[config.mk]
export PLATFORM = sky130hd
export DESIGN_NAME = two_by_two_systolic
export DESIGN_NICKNAME = d
export VERILOG_FILES = /design/src/rtl/systolic_pkg.sv /design/src/rtl/systolic_pe.sv /design/src/rtl/two_by_two_systolic.sv
export SDC_FILE = /design/constraint.sdc
export NUM_CORES = 1
export LEC_CHECK = 0
export BUFFER_PORTS_ARGS = -buffer_cell sky130_fd_sc_hd__buf_2
export CAP_MARGIN = 20
export CORE_ASPECT_RATIO = 0.5
export CORE_MARGIN = 2
export CORE_UTILIZATION = 55
export DETAILED_ROUTE_END_ITERATION = 16
export PLACE_DENSITY = 0.73
export SETUP_SLACK_MARGIN = 0.2
export SLEW_MARGIN = 20
export SYNTH_ARGS = -nofsm -noshare
export SYNTH_HDL_FRONTEND = slang
export SYNTH_SLANG_ARGS = --single-unit
[constraint.sdc]
create_clock -name clk -period 9.87 [get_ports clk]
set_clock_uncertainty 0.15 [all_clocks]
set_input_delay 0.4935 -clock clk [delete_from_list [all_inputs] [get_ports clk]]
set_output_delay 0.4935 -clock clk [all_outputs]
set_load 0.01 [all_outputs]
[src/rtl/systolic_pkg.sv]
// Shared types and constants for the 2x2 systolic correlation array.
// Optional build macro: SYSTOLIC_SAT_EN (saturating outputs instead of wrapping).
package systolic_pkg;

    localparam int DATA_W    = 8;
    localparam int ACC_W     = 20;
    localparam int TAPS      = 9;
    localparam int DRAIN_CYC = 2;

    typedef logic [3:0] tap_idx_t;

    typedef enum logic [1:0] {
        S_RUN   = 2'd0,
        S_DRAIN = 2'd1,
        S_DONE  = 2'd2
    } ctrl_state_t;

    // Reduce an accumulator to an output pixel.
    function automatic logic [DATA_W-1:0] acc_to_out(input logic [ACC_W-1:0] acc);
`ifdef SYSTOLIC_SAT_EN
        if (acc > ACC_W'(255))
            return '1;
        return acc[DATA_W-1:0];
`else
        return acc[DATA_W-1:0];
`endif
    endfunction

endpackage

[src/rtl/systolic_pe.sv]
// One processing element: multiplies the incoming tap by the pixel its tap
// index selects from the local 3x3 window, accumulates, and forwards the tap
// (value, index, valid) one cycle later to its neighbours.
module systolic_pe
    import systolic_pkg::*;
(
    input  logic                         clk,
    input  logic                         rst,
    input  logic                         i_vld,
    input  logic [DATA_W-1:0]            i_tap,
    input  tap_idx_t                     i_idx,
    input  logic [TAPS-1:0][DATA_W-1:0]  i_win,
    output logic                         o_vld,
    output logic [DATA_W-1:0]            o_tap,
    output tap_idx_t                     o_idx,
    output logic [ACC_W-1:0]             o_acc
);

    logic [DATA_W-1:0]   w_pix;
    logic [2*DATA_W-1:0] w_prod;
    logic                r_vld;
    logic [DATA_W-1:0]   r_tap;
    tap_idx_t            r_idx;
    logic [ACC_W-1:0]    r_acc;

    assign w_pix  = (i_idx < 4'(TAPS)) ? i_win[i_idx] : '0;
    assign w_prod = w_pix * i_tap;

    // Accumulate only on valid taps; bubbles leave the sum untouched.
    always_ff @(posedge clk or posedge rst) begin
        if (rst)
            r_acc <= '0;
        else if (i_vld)
            r_acc <= r_acc + ACC_W'(w_prod);
    end

    // Skew register: forward the tap to right/lower neighbours next cycle.
    always_ff @(posedge clk or posedge rst) begin
        if (rst) begin
            r_vld <= 1'b0;
            r_tap <= '0;
            r_idx <= '0;
        end else begin
            r_vld <= i_vld;
            r_tap <= i_tap;
            r_idx <= i_idx;
        end
    end

    assign o_vld = r_vld;
    assign o_tap = r_tap;
    assign o_idx = r_idx;
    assign o_acc = r_acc;

endmodule

[src/rtl/two_by_two_systolic.sv]
// 2x2 systolic array computing a valid-mode 3x3 correlation over a 4x4 image.
// Runs one pass after reset release (RUN -> DRAIN -> DONE) and holds results.
// Optional build macro: SYSTOLIC_SAT_EN (saturating outputs instead of wrapping).
module two_by_two_systolic
    import systolic_pkg::*;
(
    input  logic              clk,
    input  logic              rst,
    input  logic [DATA_W-1:0] i00, i01, i02, i03,
    input  logic [DATA_W-1:0] i10, i11, i12, i13,
    input  logic [DATA_W-1:0] i20, i21, i22, i23,
    input  logic [DATA_W-1:0] i30, i31, i32, i33,
    input  logic [DATA_W-1:0] f00, f01, f02,
    input  logic [DATA_W-1:0] f10, f11, f12,
    input  logic [DATA_W-1:0] f20, f21, f22,
    output logic [DATA_W-1:0] o00,
    output logic [DATA_W-1:0] o01,
    output logic [DATA_W-1:0] o10,
    output logic [DATA_W-1:0] o11
);

    // Image index is 4*row+col, filter index is 3*row+col.
    logic [15:0][DATA_W-1:0]     w_img_in, w_img, r_img;
    logic [TAPS-1:0][DATA_W-1:0] w_flt_in, w_flt, r_flt;
    logic                        r_cap;

    ctrl_state_t r_state, w_state_nxt;
    tap_idx_t    r_cnt, w_cnt_nxt;
    logic        w_feed;

    // PE index p = 2*r + c.
    logic [3:0][TAPS-1:0][DATA_W-1:0] w_win;
    logic [3:0]                       w_in_vld, w_fwd_vld;
    logic [3:0][DATA_W-1:0]           w_in_tap, w_fwd_tap;
    tap_idx_t [3:0]                   w_in_idx, w_fwd_idx;
    logic [3:0][ACC_W-1:0]            w_acc;
    logic [3:0][DATA_W-1:0]           r_out;
    logic                             w_unused_fwd;

    assign w_img_in = {i33, i32, i31, i30, i23, i22, i21, i20,
                       i13, i12, i11, i10, i03, i02, i01, i00};
    assign w_flt_in = {f22, f21, f20, f12, f11, f10, f02, f01, f00};

    // Snapshot the inputs on cycle 1 so later input changes cannot disturb the pass.
    always_ff @(posedge clk or posedge rst) begin
        if (rst) begin
            r_cap <= 1'b0;
            r_img <= '0;
            r_flt <= '0;
        end else if (!r_cap) begin
            r_cap <= 1'b1;
            r_img <= w_img_in;
            r_flt <= w_flt_in;
        end
    end

    // Cycle 1 consumes the live ports; every later cycle uses the snapshot.
    assign w_img = r_cap ? r_img : w_img_in;
    assign w_flt = r_cap ? r_flt : w_flt_in;

    // Controller state and shared tap/drain counter.
    always_ff @(posedge clk or posedge rst) begin
        if (rst) begin
            r_state <= S_RUN;
            r_cnt   <= '0;
        end else begin
            r_state <= w_state_nxt;
            r_cnt   <= w_cnt_nxt;
        end
    end

    // Next-state: feed 9 taps, flush the 2-cycle skew, then park in DONE.
    always_comb begin
        w_state_nxt = r_state;
        w_cnt_nxt   = r_cnt;
        w_feed      = 1'b0;
        case (r_state)
            S_RUN: begin
                w_feed = 1'b1;
                if (r_cnt == 4'(TAPS - 1)) begin
                    w_state_nxt = S_DRAIN;
                    w_cnt_nxt   = '0;
                end else begin
                    w_cnt_nxt = r_cnt + 4'd1;
                end
            end
            S_DRAIN: begin
                if (r_cnt == 4'(DRAIN_CYC - 1)) begin
                    w_state_nxt = S_DONE;
                    w_cnt_nxt   = '0;
                end else begin
                    w_cnt_nxt = r_cnt + 4'd1;
                end
            end
            S_DONE:  ;
            default: begin
                w_state_nxt = S_RUN;
                w_cnt_nxt   = '0;
            end
        endcase
    end

    // Window of PE(r,c): entry 3a+b is pixel (r+a, c+b).
    for (genvar r = 0; r < 2; r++) begin : g_row
        for (genvar c = 0; c < 2; c++) begin : g_col
            for (genvar a = 0; a < 3; a++) begin : g_wa
                for (genvar b = 0; b < 3; b++) begin : g_wb
                    assign w_win[2*r+c][3*a+b] = w_img[4*(r+a)+(c+b)];
                end
            end
        end
    end

    // Tap skew: PE00 from the controller, PE01/PE10 from PE00, PE11 from PE10.
    assign w_in_vld[0] = w_feed;
    assign w_in_tap[0] = w_flt[r_cnt];
    assign w_in_idx[0] = r_cnt;
    assign w_in_vld[1] = w_fwd_vld[0];
    assign w_in_tap[1] = w_fwd_tap[0];
    assign w_in_idx[1] = w_fwd_idx[0];
    assign w_in_vld[2] = w_fwd_vld[0];
    assign w_in_tap[2] = w_fwd_tap[0];
    assign w_in_idx[2] = w_fwd_idx[0];
    assign w_in_vld[3] = w_fwd_vld[2];
    assign w_in_tap[3] = w_fwd_tap[2];
    assign w_in_idx[3] = w_fwd_idx[2];

    // PE01 and PE11 sit on the array edge; their forwarded taps go nowhere.
    assign w_unused_fwd = ^{w_fwd_vld[1], w_fwd_tap[1], w_fwd_idx[1],
                            w_fwd_vld[3], w_fwd_tap[3], w_fwd_idx[3]};

    for (genvar p = 0; p < 4; p++) begin : g_pe
        systolic_pe u_pe (
            .clk   (clk),
            .rst   (rst),
            .i_vld (w_in_vld[p]),
            .i_tap (w_in_tap[p]),
            .i_idx (w_in_idx[p]),
            .i_win (w_win[p]),
            .o_vld (w_fwd_vld[p]),
            .o_tap (w_fwd_tap[p]),
            .o_idx (w_fwd_idx[p]),
            .o_acc (w_acc[p])
        );
    end

    // Accumulators are frozen once in DONE, so reloading every DONE cycle holds them.
    always_ff @(posedge clk or posedge rst) begin
        if (rst)
            r_out <= '0;
        else if (r_state == S_DONE)
            for (int p = 0; p < 4; p++)
                r_out[p] <= acc_to_out(w_acc[p]);
    end

    assign o00 = r_out[0];
    assign o01 = r_out[1];
    assign o10 = r_out[2];
    assign o11 = r_out[3];

endmodule

==> metrics.txt <==
run status finished clean; # nets final 2218; Critical Path Slowest Stage Cell sky130_fd_sc_hd__dfrtp_4; biggest area contributors in the synthesized netlist sky130_fd_sc_hd__dfrtp_1, sky130_fd_sc_hd__mux4_2, sky130_fd_sc_hd__mux2_2, sky130_fd_sc_hd__fa_1, sky130_fd_sc_hd__ha_1; number of unique standard cell types used by synthesis 65; TritonCTS clock tree yes; Final TNS setup 0 ps; fraction of the cycle the final worst path needs slightly above 70%; most numerous cell in the Yosys netlist sky130_fd_sc_hd__dfrtp_1; cell at the root of the clock tree sky130_fd_sc_hd__clkbuf_16; number of register bits inferred by synthesis just under 300; post-CTS clock slew at the launch and capture registers of the worst setup and hold paths around 70 ps; maximum number of pins on one net before global-route repair between 90 and 100; kind of start point of the critical path register; worst-case setup slack after placement roughly 2700 ps; later-pin clock latency in the skew report just under 600 ps; remaining global-route overflow 0; average cell area after synthesis 12.0 sq um; Synth Area in Adders between 10% and 20%; total via count after detailed routing 13900; relative max-transition margin roughly a fifth; worst hold-check path type primary input to register; Worst IR Drop VDD 181 uV; synthesis warning total 0; post-synth design cell area slightly below 0.02 sq mm; Net Count, Synth approximately 2000; vias in the first global route between 10000 and 15000; area of the core 0.0348 sq mm; M1 wire length roughly 21000 um; Post-synth EDFFs 0; predominant post-synthesis flop cell sky130_fd_sc_hd__dfrtp_1; WS Path Type register to register; area share of the largest cell type after synthesis between 30% and 40%; ordered list of cells on the worst path buf_12, mux2i_1, mux4_2, a221oi_1, nand2_1, fa_1, inv_1, ha_1, ha_1, fa_1, ha_1, inv_1, fa_1, inv_1, a21o_1, a21oi_1, xnor2_1, xnor2_1, xnor2_1, xnor3_1, a21oi_1; number of nets with antenna violations after detailed routing 0; gr usage total about 28%; Net Sw Power approximately 1.9 mW; Fmax achieved ~0.14 GHz; detailed-router iteration count before antenna repair 5; sequential group share of total power roughly 30%; clock period minus worst slack 7130 ps; synthesized-area fraction occupied by xor and xnor cells under 10%; PwrDens around 230 mW/mm^2; routability cong. slightly above 0.9; buffers inserted during post-CTS setup optimization 0; Net Sw Frac between 30% and 40%; uppermost metal layer occupied by signal nets met5; Worst Max-Slew Pin Slew roughly 1200 ps; total length of routed met2 wires between 20000 and 25000 um; dominant combinational cell family by area after synthesis multiplexers; die width 271 um; CTS H-tree depth 1; Worst Path Arrival between 7000 and 8000 ps; asr flop ratio synth 100%; count of buffers from port buffering around 230; required time reported for the critical path endpoint just over 10000 ps; Placement Rows 48; Synth Instances between 1500 and 2000; sequential-to-total area share from yosys stat a little under two fifths; Detail Route met3 WL approximately 4600 um; cts-stage hold buffer count 49; max cap viols 0; most numerous cell types in the synthesized netlist sky130_fd_sc_hd__dfrtp_1, sky130_fd_sc_hd__mux2_2, sky130_fd_sc_hd__nand2_1, sky130_fd_sc_hd__inv_1, sky130_fd_sc_hd__mux4_2; IO Pins 234; wire length of the first global-routing pass 80000 um; final setup violating endpoints 0; most area-hungry cell type in the Yosys netlist sky130_fd_sc_hd__dfrtp_1; DP HPWL 38300 um; count of final hold-check violations 0; buffer levels on the longest clock path 3; Worst Hold Depth 2; basic-gate share of the synthesized area counting and, or, nand and nor cells 8.19%; share of synthesized area spent on multiplexers a little over a quarter; number of design rule violations left after detail routing 0; total of cells resized after clock tree synthesis 0; Starting Density between 50% and 60%; cell-internal power 3.38 mW; sort of element at the end of the critical path register; fin. max-slew vios 0; iteration-0 DRC count of the detailed router between 1000 and 1500; setup repair after global routing missed its margin false; clock network fraction of total power 22.0%; area of the die ~0.037 sq mm; detailed-route wire length per cell approximately 22 um; Total Power Consumption between 5 and 6 mW; number of buffers inserted during clock tree synthesis 28; post-synthesis compound-gate area fraction between 5 and 6%; Worst Reg2Reg Path Length in Cells 21; post-layout worst setup margin 2740 ps; delay of the slowest critical-path stage approximately 1000 ps; antenna violations before repair 6; final core utilization 64.6%; layout cell share with drive strength beyond 1 32.5%; Min Hold Slack between 15 and 20 ps; leakage power total roughly 10 nW; growth of design area from synthesis to finish 14.8%; Die Span Y 137 um; Comb power frac between 40% and 50%; via density per instance 5.87; final wirelength 52000 um; Critical Path Fanout Max slightly below 80; number of sinks driven by the clock tree about 300
## critical path: cells and delay by family (launching register included)
kind / cells / cell delay [ps]
multiplexers: 2 / 720
flip-flops: 1 / 1020
AO/OA/AOI/OAI: 4 / 1140
XOR/XNOR: 4 / 950
AND/OR/NAND/NOR: 1 / 150
buffers and inverters: 4 / 620
adder cells (fa/ha/maj): 6 / 2190
## final timing paths
path	startpoint	endpoint	slack [ps]
min in group asynchronous	rst	o11[3]$_DFFE_PP0N_	400
max in group asynchronous	rst	r_cap$_DFF_PP0_	7040
worst min register to register	g_pe[0].u_pe.o_tap[7]$_DFF_PP0_	g_pe[2].u_pe.o_tap[7]$_DFF_PP0_	280
worst max register to register	r_cap$_DFF_PP0_	g_pe[3].u_pe.o_acc[7]$_DFFE_PP0P_	2740
worst max-delay path	r_cap$_DFF_PP0_	g_pe[3].u_pe.o_acc[7]$_DFFE_PP0P_	2740
worst min-delay path	f02[3]	r_flt[19]$_DFF_PP0_	20
## through the flow
step                std cells  cell area [sq um]
floorplan                1627              19600
CTS                      2368              22400
global route             2371              22500
detailed placement       2268              21000
finish                   2374              22500
global placement         2268              21000
## registers in the layout (all words and copies together) (netlist names)
name             count
r_img              128
r_flt               72
g_pe.u_pe.o_acc     32
g_pe.u_pe.o_tap     16
g_pe.u_pe.o_idx      8
o00                  8
o01                  8
o10                  8
o11                  8
r_cnt                4
g_pe.u_pe.o_vld      2
r_state              2
r_cap                1
## kinds of logic after synthesis
| kind of cell | after synthesis |
|---|---|
| compound gates | 164 |
| other cells | 1 |
| mux | 355 |
| flops | 297 |
| buf+inv | 255 |
| xor+xnor | 66 |
| simple gates | 346 |
| fa+ha+maj | 143 |
## power by group through the flow
stage,logic (mW),clock network [mW],registers (mW)
after floorplan,1.96,0,1.59
after global placement,2.41,0,1.59
after detailed placement,2.51,0,1.60
after CTS,2.55,1.17,1.58
after global routing,2.85,1.23,1.61
final,2.52,1.16,1.58
## routing by layer
metal	vias up	global-route usage [%]
met3	106	7.95
met1	7089	37.4
met4	6	9.24
li1	6178	-
met5	-	0
met2	566	46.2
## area by class of cell
| class | count | area, sq um |
|---|---|---|
| antenna | 5 | 12.5 |
| multi-input combinational | 1075 | 11000 |
| inverter | 168 | 638 |
| clock inverter | 10 | 139 |
| sequential | 297 | 7440 |
| fill | 2648 | 12300 |
| tap | 475 | 594 |
| timing repair buffer | 303 | 1830 |
| clock buffer | 41 | 830 |
## layout by cell type, fill, tap and decap left out, types with 45 or more instances in the layout
cell                            instances
sky130_fd_sc_hd__buf_2                234
sky130_fd_sc_hd__dfrtp_1              294
sky130_fd_sc_hd__dlygate4sd3_1         49
sky130_fd_sc_hd__fa_1                  72
sky130_fd_sc_hd__ha_1                  71
sky130_fd_sc_hd__inv_1                165
sky130_fd_sc_hd__mux2_2               194
sky130_fd_sc_hd__mux2i_1               45
sky130_fd_sc_hd__mux4_2               103
sky130_fd_sc_hd__nand2_1              172
sky130_fd_sc_hd__nor2_1                50
sky130_fd_sc_hd__o21ai_0               58
sky130_fd_sc_hd__xnor2_1               54
(Power assumes the default switching activity.)
